==> src/rtl/mips_cpu_pc_sequencer.sv <==
// Multi-cycle PC sequencing FSM: decodes the executing instruction, resolves branches,
// and drives PC select/advance with delay-slot tracking, memory stalls and halt-on-jr-zero.
module mips_cpu_pc_sequencer #(
  parameter logic [31:0] HALT_ADDR = 32'h0000_0000
) (
  input  logic        clk,
  input  logic        rst,
  input  logic [31:0] instr,
  input  logic [31:0] rs_data,
  input  logic [31:0] rt_data,
  input  logic        mem_waitrequest,
  output logic [1:0]  pc_ctrl,
  output logic        pc_en,
  output logic [31:0] jump_reg,
  output logic        link_en,
  output logic        in_delay_slot,
  output logic        delay_err,
  output logic        halted,
  output logic [1:0]  state
);

  typedef enum logic [1:0] {
    FETCH = 2'd0,
    EXEC  = 2'd1,
    STALL = 2'd2,
    HALT  = 2'd3
  } state_t;

  state_t      state_q, state_n;
  logic        pending_halt;
  logic [1:0]  ctrl_q;
  logic [31:0] tgt_q;
  logic        link_q;
  logic        cf_q;
  logic        hit_q;

  logic [5:0]  op;
  logic [4:0]  rt_f;
  logic [5:0]  funct;
  logic        is_br, taken, is_j, is_jr, is_link;
  logic        is_cf, demote, is_mem, halt_hit;
  logic [1:0]  dec_ctrl;
  logic [31:0] dec_tgt;
  logic        dec_link;
  logic        cur_cf, cur_hit;

  assign op     = instr[31:26];
  assign rt_f   = instr[20:16];
  assign funct  = instr[5:0];
  assign state  = state_q;

  always_comb begin
    is_br   = 1'b0;
    taken   = 1'b0;
    is_j    = 1'b0;
    is_jr   = 1'b0;
    is_link = 1'b0;
    case (op)
      6'h00: begin
        if (funct == 6'h08) is_jr = 1'b1;
        if (funct == 6'h09) begin
          is_jr   = 1'b1;
          is_link = 1'b1;
        end
      end
      6'h01: begin
        case (rt_f)
          5'h00: begin is_br = 1'b1; taken = rs_data[31]; end
          5'h01: begin is_br = 1'b1; taken = ~rs_data[31]; end
          5'h10: begin is_br = 1'b1; taken = rs_data[31];  is_link = 1'b1; end
          5'h11: begin is_br = 1'b1; taken = ~rs_data[31]; is_link = 1'b1; end
          default: ;
        endcase
      end
      6'h02: is_j = 1'b1;
      6'h03: begin is_j = 1'b1; is_link = 1'b1; end
      6'h04: begin is_br = 1'b1; taken = (rs_data == rt_data); end
      6'h05: begin is_br = 1'b1; taken = (rs_data != rt_data); end
      6'h06: begin is_br = 1'b1; taken = rs_data[31] | (rs_data == 32'd0); end
      6'h07: begin is_br = 1'b1; taken = ~rs_data[31] & (rs_data != 32'd0); end
      default: ;
    endcase
  end

  // A control transfer sitting in a delay slot is neutralised and behaves like a plain instruction.
  assign is_cf    = is_br | is_j | is_jr;
  assign demote   = is_cf & in_delay_slot;
  assign is_mem   = (op >= 6'h20) && (op <= 6'h2E);
  assign halt_hit = is_jr & ~demote & (rs_data == HALT_ADDR);
  assign dec_link = is_link & ~demote;

  always_comb begin
    dec_ctrl = 2'd0;
    if (!demote) begin
      if (is_jr)               dec_ctrl = 2'd3;
      else if (is_j)           dec_ctrl = 2'd2;
      else if (is_br && taken) dec_ctrl = 2'd1;
    end
  end

  assign dec_tgt = (dec_ctrl == 2'd3) ? rs_data : 32'd0;
  assign cur_cf  = (state_q == EXEC) ? (is_cf & ~demote) : cf_q;
  assign cur_hit = (state_q == EXEC) ? halt_hit : hit_q;

  always_comb begin
    state_n  = state_q;
    pc_en    = 1'b0;
    pc_ctrl  = 2'd0;
    jump_reg = 32'd0;
    link_en  = 1'b0;
    halted   = 1'b0;
    case (state_q)
      FETCH: begin
        if (!mem_waitrequest) state_n = EXEC;
      end
      EXEC: begin
        pc_ctrl  = dec_ctrl;
        jump_reg = dec_tgt;
        link_en  = dec_link;
        if (is_mem && mem_waitrequest) begin
          state_n = STALL;
        end else begin
          pc_en   = 1'b1;
          state_n = pending_halt ? HALT : FETCH;
        end
      end
      STALL: begin
        pc_ctrl  = ctrl_q;
        jump_reg = tgt_q;
        if (!mem_waitrequest) begin
          pc_en   = 1'b1;
          link_en = link_q;
          state_n = pending_halt ? HALT : FETCH;
        end
      end
      HALT: begin
        halted = 1'b1;
      end
      default: state_n = FETCH;
    endcase
  end

  always_ff @(posedge clk or posedge rst) begin
    if (rst) begin
      state_q       <= FETCH;
      pending_halt  <= 1'b0;
      ctrl_q        <= 2'd0;
      tgt_q         <= 32'd0;
      link_q        <= 1'b0;
      cf_q          <= 1'b0;
      hit_q         <= 1'b0;
      in_delay_slot <= 1'b0;
      delay_err     <= 1'b0;
    end else begin
      state_q <= state_n;
      if (state_q == EXEC) begin
        if (demote) delay_err <= 1'b1;
        if (is_mem && mem_waitrequest) begin
          ctrl_q <= dec_ctrl;
          tgt_q  <= dec_tgt;
          link_q <= dec_link;
          cf_q   <= is_cf & ~demote;
          hit_q  <= halt_hit;
        end
      end
      if (pc_en) begin
        in_delay_slot <= cur_cf;
        pending_halt  <= pending_halt | cur_hit;
      end
    end
  end

endmodule
==> config.mk <==
export PLATFORM = sky130hd
export DESIGN_NAME = mips_cpu_pc_sequencer
export DESIGN_NICKNAME = d
export VERILOG_FILES = /design/src/rtl/mips_cpu_pc_sequencer.sv
export SDC_FILE = /design/constraint.sdc
export NUM_CORES = 1
export LEC_CHECK = 0
export ABC_AREA = 1
export BUFFER_PORTS_ARGS = -buffer_cell sky130_fd_sc_hd__buf_2
export CAP_MARGIN = 20
export CORE_ASPECT_RATIO = 0.5
export CORE_MARGIN = 2
export CORE_UTILIZATION = 24
export CTS_CLUSTER_DIAMETER = 80
export DETAILED_ROUTE_END_ITERATION = 10
export GPL_TIMING_DRIVEN = 0
export PLACE_DENSITY_LB_ADDON = 0.3
export REMOVE_ABC_BUFFERS = 1
export SYNTH_ARGS = -nofsm -noshare
export SYNTH_HDL_FRONTEND = slang
export SYNTH_SLANG_ARGS = --single-unit
==> constraint.sdc <==
create_clock -name clk -period 1.85 [get_ports clk]
set_clock_uncertainty 0.2 [all_clocks]
set_input_delay 0.185 -clock clk [delete_from_list [all_inputs] [get_ports clk]]
set_output_delay 0.185 -clock clk [all_outputs]
set_load 0.02 [all_outputs]
### Yosys cells after proc, flatten, opt, wreduce, memory -nomap -nowiden

Index checks and enable logic that the tools add are counted.
Widths: inputs -> output; s select.

* bits in registers: 42
* input port bits: 99
* word-level logic and storage cells: 92
* output and inout bits: 41

* mux-type cells: 31
* bitwise operators: 12
* eq/ne operators: 20
* order comparisons: 2
* reduce and logical (&&, ||, !) cells: 18

Operators by type and width (number)
* $pmux 32 s2: 1
* $eq 32x32->1: 1
* $logic_not 32->1: 1
* $mux 32: 1
* $ne 32x32->1: 1
* $reduce_bool 32->1: 1
* $eq 6x3->1 const B: 4
* $mux 1: 14
* $mux 2: 7
* $eq 6x2->1 const B: 2
* $eq 6x4->1 const B: 2
* $eq 5x5->1 const B: 2
* $pmux 1 s2: 4
* $reduce_or 2->1: 4
* $reduce_or 4->1: 2
* $and 1x1->1: 6
* $eq 2x2->1 const B: 3
* $eq 6x1->1 const B: 1
* $ge 6x6->1 const B: 1
* $le 6x6->1 const B: 1
* $logic_not 6->1: 1
* $pmux 2 s3: 1
* $eq 5x1->1 const B: 1
* $logic_not 5->1: 1
* other kinds (12): 20

### Logic depth before layout (Yosys ltp)

Gate-level depths: netlist of the first run.

* depth after elaboration: 12
* depth in mapped cells: 13

### Worst setup path after synthesis of the first run

Ideal clock, no wire load.

* path kind: reg-to-output
* start: register state_q[1] (netlist: state[1])
* end: output port pc_ctrl[0]
* arrival: 1804 ps
* stages on the path, launching flop included: 7
* path buffers: 2
* data required time: 1465 ps
* slack: -339 ps
* cells stage by stage: dfrtp_1 inv_1 ha_1 buf_1 clkbuf_1 nand3_1 a21oi_1

* cells in the longest elaborated chain, start to end: 2
* elaborated cells on any way between the ends: 3

Ends and longest elaborated chain
* from (decl): RTL line 29 `state_t state_q, state_n;`
* from (signal assigned): RTL line 155 `state_q <= state_n;`
* $eq 2x2->1 / $eq 2x1->1 (equally long branches): RTL line 112 `case (state_q)`
* $pmux 2 s2 (*): RTL line 112
* to (decl): RTL line 12 `output logic [1:0] pc_ctrl,`

Every way passes the cells marked *; elsewhere a longest branch is shown, timed or not.

### Final worst setup path of the first run

* start: register state_q[0] (netlist: state[0])
* end: output port jump_reg[1]

* cells in the longest elaborated chain, start to end: 2
* elaborated cells on any way between the ends: 3

Ends and longest elaborated chain
* $eq 2x2->1 / $eq 2x1->1 (equally long branches): RTL line 112
* $pmux 32 s2 (*): RTL line 112
* to (decl): RTL line 14 `output logic [31:0] jump_reg,`

Marked as above.

==> results.md, run 1 <==
- Achievable Freq: 0.487 GHz
- H-Tree Depth: 2
- Worst slack at placement: -1.02 ns
- RSZ-0062 raised after global routing: true
- Hold Fails Final Rpt: 0
- Fill cells: 1234
- Drt total wl: 11.7 mm
- # setup viols final: 36
- Synthesis-to-finish area growth: 67.6%
- Clk_lat worst skew: 0.28 ns
- Worst-path clk slew: 0.06 ns
- CP Data Arrival Time: 1.67 ns
- Cells after DPL: 705
- Most common cell after layout, fill and taps aside: nand2_1
- Distinct cells, synth: 33
- DRC Markers: 0
- Failing checks: setup timing
- Worst reg-to-reg setup slack: 0.12 ns
- LEAKAGE: 2.47 nW
- CTS tree: built
- Crit end category: output pin
- Largest cells by area after synthesis: dfrtp_1 (36%), nand2_1 (17%), inv_1 (8.0%)
- Final worst slack: -0.204 ns
- Tcrit/Tclk final: 1.11
- Post-synthesis adder-cell area fraction: 0.0127
- Mux cell area share after synthesis: 0
- Drt wl/cell: 15.5 µm
- Final Non-Filler Cells: 756
- Starting density of the core: 0.247
- Vias in the first global route: 3206
- Status: finished, violations left
- Slew HR: 0.744
- HPWL after detailed placement: 6.57 mm
- Diode count: 0
- Critical path fanouts, max: 6
- Detailed Route Iter0 Violations: 196
- Commonest cells after routing, fill and taps aside: nand2_1 (120), buf_2 (86), inv_1 (58)
- Port Buffers: 124
- Fin crit period: 2.05 ns
- Synth Area in Compound Gates: 0.0930
- Clock root cell: clkbuf_16
- Yosys Warn Count: 0
- CP required: 1.46 ns
- Vias post-DR: 3433
- Hold Slack: 0.117 ns
- Combinational family with the most area after synthesis: simple AND/OR/NAND/NOR gates
- Post-Synthesis Cells: 433
- RR Startpoint: state[0]
- Syn avg cell area: 6.81 µm²
- Yosys top cell area share: 0.357
- Cell Pwr Density: 417 nW/µm²
- GP Congestion: 0.773
- IO Pins: 140
- Slew @ Worst Pin: 0.382 ns
- Simple-gate share of the synthesized area: 0.341
- VDD IR max: 0.307 mV
- GR Overflow Total: 0
- Via/cell ratio: 4.54
- Tot GR Track Use: 0.165
- Final Core Density: 0.415
- Final Slew Violations: 0
- Initial antenna violation count: 1
- Synth area leader: dfrtp_1
- Main flop type after synthesis: dfrtp_1
- Xor-xnor portion of the synthesized cell area: 0.0803
- Core ar.: 11900 µm²
- Max_cap viols: 0
- Async SR Flop Fraction: 1.00
- Clk sinks: 42
- Worst reg2reg path endpoint: pending_halt
- Mapped Area: 2950 µm²
- Critical path class: reg2out
- Hold crit path type: in2async
- Drt first pass iters: 5
- EDFF count, synth: 0
- CTS Buffer Depth: 2
- Core Rows: 28
- Largest net degree at the start of global routing: 41
- Total CTS buffers: 5
- Die area: 13200 µm²
- #FFs+latches synth: 42
- Routed Antenna Nets: 0
- R2R cell count: 7
- Die height: 82.4 µm
- First-pass GRT wire length: 16.7 mm
- Worst Setup Start Kind: flop
- Chip width: 161 µm
- Fraction of layout cells with a size suffix above 1: 0.433
- Sequential area share after synthesis: 0.357
- Final nets: 693
-- what timing repair did --
item | CTS | global route
gates cloned | 4 | 4
resized for setup | 78 | 79
setup endpoints to repair | 78 | 37
setup buffers | 31 | 5
hold buffers | 1 | 0
hold endpoints to repair | 42 | 0
pin swaps | 9 | 23
-- cell families after synthesis --
logic type,Yosys count
compound gates,52
xor+xnor,27
fa+ha+maj,3
buf+inv,83
flops,42
simple gates,226
-- how the worst max path moves through the flow --
| stage | startpoint | end | slack (ns) | cells past startpoint |
|---|---|---|---|---|
| 3_5_place_dp | state[1] | state[1] | -1.02 | 7 |
| 4_1_cts | state[0] | jump_reg[16] | -0.19 | 6 |
| 3_3_place_gp | state[1] | state[1] | -1.62 | 7 |
| 5_1_grt | state[0] | jump_reg[14] | -0.28 | 7 |
| 2_1_floorplan | state[1] | state[1] | -0.92 | 7 |
| 6_report | state[0] | jump_reg[1] | -0.20 | 7 |
-- routing by layer --
metal | GRT usage | part of all wire
met5 | 0 | 0
met3 | 0.0270 | 0.059
met4 | 0.0366 | 0.0080
met1 | 0.206 | 0.43
met2 | 0.307 | 0.51
-- stage by stage --
| step | cell area (µm²) | setup TNS [ns] | power (W) |
|---|---|---|---|
| 6_report | 4940 | -5.70 | 0.00206 |
| 5_1_grt | 4940 | -7.91 | 0.00214 |
| 4_1_cts | 4500 | -5.38 | 0.00205 |
| 3_5_place_dp | 3720 | -52.25 | 0.00122 |
| 3_3_place_gp | 3670 | -98.36 | 0.00121 |
| 2_1_floorplan | 2850 | -50.19 | 0.00106 |
-- registers in the layout (all words and copies together) (netlist names) --
name	count
pending_halt	1
state	2
cf_q	1
ctrl_q	2
link_q	1
hit_q	1
in_delay_slot	1
tgt_q	32
delay_err	1
-- where the power goes --
| part | switching, W | total [W] | internal [W] |
|---|---|---|---|
| Sequential | 0 | 0.000919 | 0.000919 |
| Clock | 0.000342 | 0.000836 | 0.000494 |
| Combinational | 0.000162 | 0.000303 | 0.000141 |
| Total | 0.000504 | 0.00206 | 0.00155 |
-- final cells by class --
type | count | area [µm²] | share of cell area
Clock buffer | 7 | 133 | 0.0269
Inverter | 64 | 243 | 0.0492
Multi-Input combinational cell | 310 | 1900 | 0.385
Sequential cell | 42 | 1050 | 0.214
Tap cell | 165 | 206 | 0.0418
Timing Repair Buffer | 168 | 1400 | 0.284
-- cells in the mapped netlist (2+ instances only) --
master    number
nand4_1        6
nand2_1      132
ha_1           3
clkbuf_1      11
a21oi_1       37
buf_6          3
nor2_4         2
nand3_1       33
dfrtp_1       42
inv_1         63
nor3_1         4
nand3_2        8
nor2_1        35
o21ai_0        8
buf_2          3
xnor2_1       26
-- worst max-delay path, cell delays in order (launching register included) --
cell and delay, ns:
dfrtp_2 0.43, inv_2 0.10, ha_4 0.23, buf_12 0.13, buf_8 0.13, nand2_2 0.06
a21oi_2 0.15, buf_4 0.16
Note: power is estimated with default switching activity, not from simulation.
==> run 2: changes to the inputs <==
Settings changed: GPL_ROUTABILITY_DRIVEN from default to 0, PLACE_DENSITY_LB_ADDON 0.3 to 0.08.
==> run 2 against run 1 <==
  * The run still ends with setup timing left
  * Critical endpoint is now jump_reg[10]
  * Highest routed layer unchanged
  * Sequential power about the same
  * Via count decreased by 1.3%
  * Critical path type unchanged
  * Non-clock buffer count unchanged
  * Die area unchanged
  * Largest power group is now clock
  * Sequential share of layout area decreased by 1.4 points
  * Design area increased by 6.8%
  * Cell count increased by 0.13%
  * Critical path depth unchanged
==> results.md, run 2 (synthesis results as in run 1) <==
- Setup total negative slack: -9.31 ns (-3.61 ns)
- RSZ-0062 raised after global routing: true
- Port Buffers: 124 (unchanged)
- Slew @ Worst Pin: 0.530 ns (+0.148 ns)
- Slew HR: 0.645 (-0.0993)
- Most common cell after layout, fill and taps aside: buf_2
- CTS Buffer Depth: 2 (unchanged)
- Vias in the first global route: 3088 (-3.7%)
- Hold Fails Final Rpt: 0 (unchanged)
- Total CTS buffers: 5 (unchanged)
- Tcrit/Tclk final: 1.10 (-0.0134)
- First-pass GRT wire length: 17.7 mm (+6.0%)
- LEAKAGE: 2.49 nW (+0.89%)
- Starting density of the core: 0.247 (unchanged)
- Via/cell ratio: 4.48 (-1.4%)
- Drt wl/cell: 16.6 µm (+7.3%)
- Fraction of layout cells with a size suffix above 1: 0.559 (+0.126)
- Crit end category: output pin
- Status: finished, violations left
- Core Rows: 28 (unchanged)
- CP required: 1.46 ns (about the same)
- Hold Slack: 0.100 ns (-0.0167 ns)
- Worst-path clk slew: 0.07 ns (about the same)
- Worst slack at placement: -0.878 ns (+0.140 ns)
- Critical path class: reg2out
- RR Startpoint: state[1]
- Commonest cells after routing, fill and taps aside: buf_2 (88), nand2_1 (76), inv_1 (40)
- Placed Instance Area: 3720 µm² (unchanged)
- Routed Antenna Nets: 0 (unchanged)
- Vias post-DR: 3388 (-1.3%)
- Synthesis-to-finish area growth: 79.0%
- # setup viols final: 75 (+110%)
- Worst reg-to-reg setup slack: -0.14 ns (-0.26 ns)
- CTS tree: built
- Drt first pass iters: 5 (unchanged)
- Hold crit path type: in2async
- Final worst slack: -0.179 ns (+0.0248 ns)
- GR Overflow Total: 0 (unchanged)
- Largest net degree at the start of global routing: 40 (-2.4%)
- HPWL after detailed placement: 6.89 mm (+4.9%)
- Drt total wl: 12.6 mm (+7.4%)
- CP Data Arrival Time: 1.64 ns (-0.03 ns)
- Worst Setup Start Kind: flop
- DRC Markers: 0 (unchanged)
- Largest register by flop count: tgt_q
- Failing checks: setup timing
- Worst reg2reg path endpoint: tgt_q[17]
- Final Slew Violations: 0 (unchanged)
- Clk sinks: 42 (unchanged)
- Final instance area: 5280 µm² (+6.8%)
- Cell Pwr Density: 408 nW/µm² (-2.1%)
- Die area: 13200 µm² (unchanged)
- Max_cap viols: 0 (unchanged)
- Achievable Freq: 0.493 GHz (+1.2%)
- Final nets: 693 (unchanged)
- Diode count: 0 (unchanged)
- H-Tree Depth: 2 (unchanged)
- VDD IR max: 0.261 mV (-15%)
- R2R cell count: 9 (+2)
- Critical path fanouts, max: 6 (unchanged)
- Initial antenna violation count: 0 (-1)
- Tot GR Track Use: 0.182 (+0.0174)
- Clock root cell: clkbuf_16
- Chip width: 161 µm (unchanged)
- Fin crit period: 2.03 ns (-0.0248 ns)
- Max FFs per register: 32 (unchanged)
- Clk_lat worst skew: 0.29 ns (about the same)
- IO Pins: 140 (unchanged)
- Detailed Route Iter0 Violations: 149 (-24%)
- Die height: 82.4 µm (unchanged)
- Core ar.: 11900 µm² (unchanged)
run 2: power breakdown:
| part | switching [W] | internal (W) | total, W |
|---|---|---|---|
| combinational | 0.000167 | 0.000139 | 0.000306 |
| clock | 0.000393 | 0.000536 | 0.000928 |
| sequential | 0 | 0.000918 | 0.000918 |
| total | 0.000560 | 0.00159 | 0.00215 |
run 2: repair_timing:
action                                  4_1_cts  5_1_grt
endpoints found under the hold margin        42        0
resized for setup                           106      135
hold buffers                                  1        0
setup buffers                                27        6
endpoints found under the setup margin       78       76
cloned                                        6        4
pin swaps                                    18       39
run 2: worst max-delay path by stage:
stage	startpoint	cells after the start	slack (ns)	end
2_1_floorplan	state[1]	7	-0.92	state[1]
3_3_place_gp	state[1]	7	-1.89	state[1]
3_5_place_dp	state[1]	8	-0.88	state[1]
4_1_cts	state[0]	6	-0.16	jump_reg[8]
5_1_grt	state[0]	7	-0.24	jump_reg[27]
6_report	state[1]	7	-0.18	jump_reg[10]
run 2: final cells by class:
cell class,instances,area (µm²)
fillers,1276,6640
multi-input cells,310,2110
repair buffers,168,1500
flip-flops and latches,42,1050
inverters,64,246
well taps,165,206
clock buffers,6,139
clock inverters,2,12.5
run 2: layer usage:
metal / up-vias / GRT usage / wire length, µm
met2: 90 / 0.292 / 5430
met1: 1620 / 0.263 / 6440
met4: 0 / 0.0295 / 57
li1: 1674 / - / -
met3: 4 / 0.0315 / 633
met5: - / 0 / 0
run 2: worst max-delay path, stage by stage (launching register included):
cell     delay [ns]
dfrtp_2        0.42
inv_2          0.09
ha_4           0.20
buf_12         0.14
buf_16         0.14
nand3_4        0.06
a21oi_2        0.15
buf_4          0.16
run 2: per-stage QoR:
stage	cells	total power (W)	utilization
detailed placement	705	0.00123	0.313
global route	757	0.00224	0.443
floorplan	414	0.00106	-
finish	757	0.00215	0.443
CTS	747	0.00217	0.395
global placement	703	0.00122	0.308
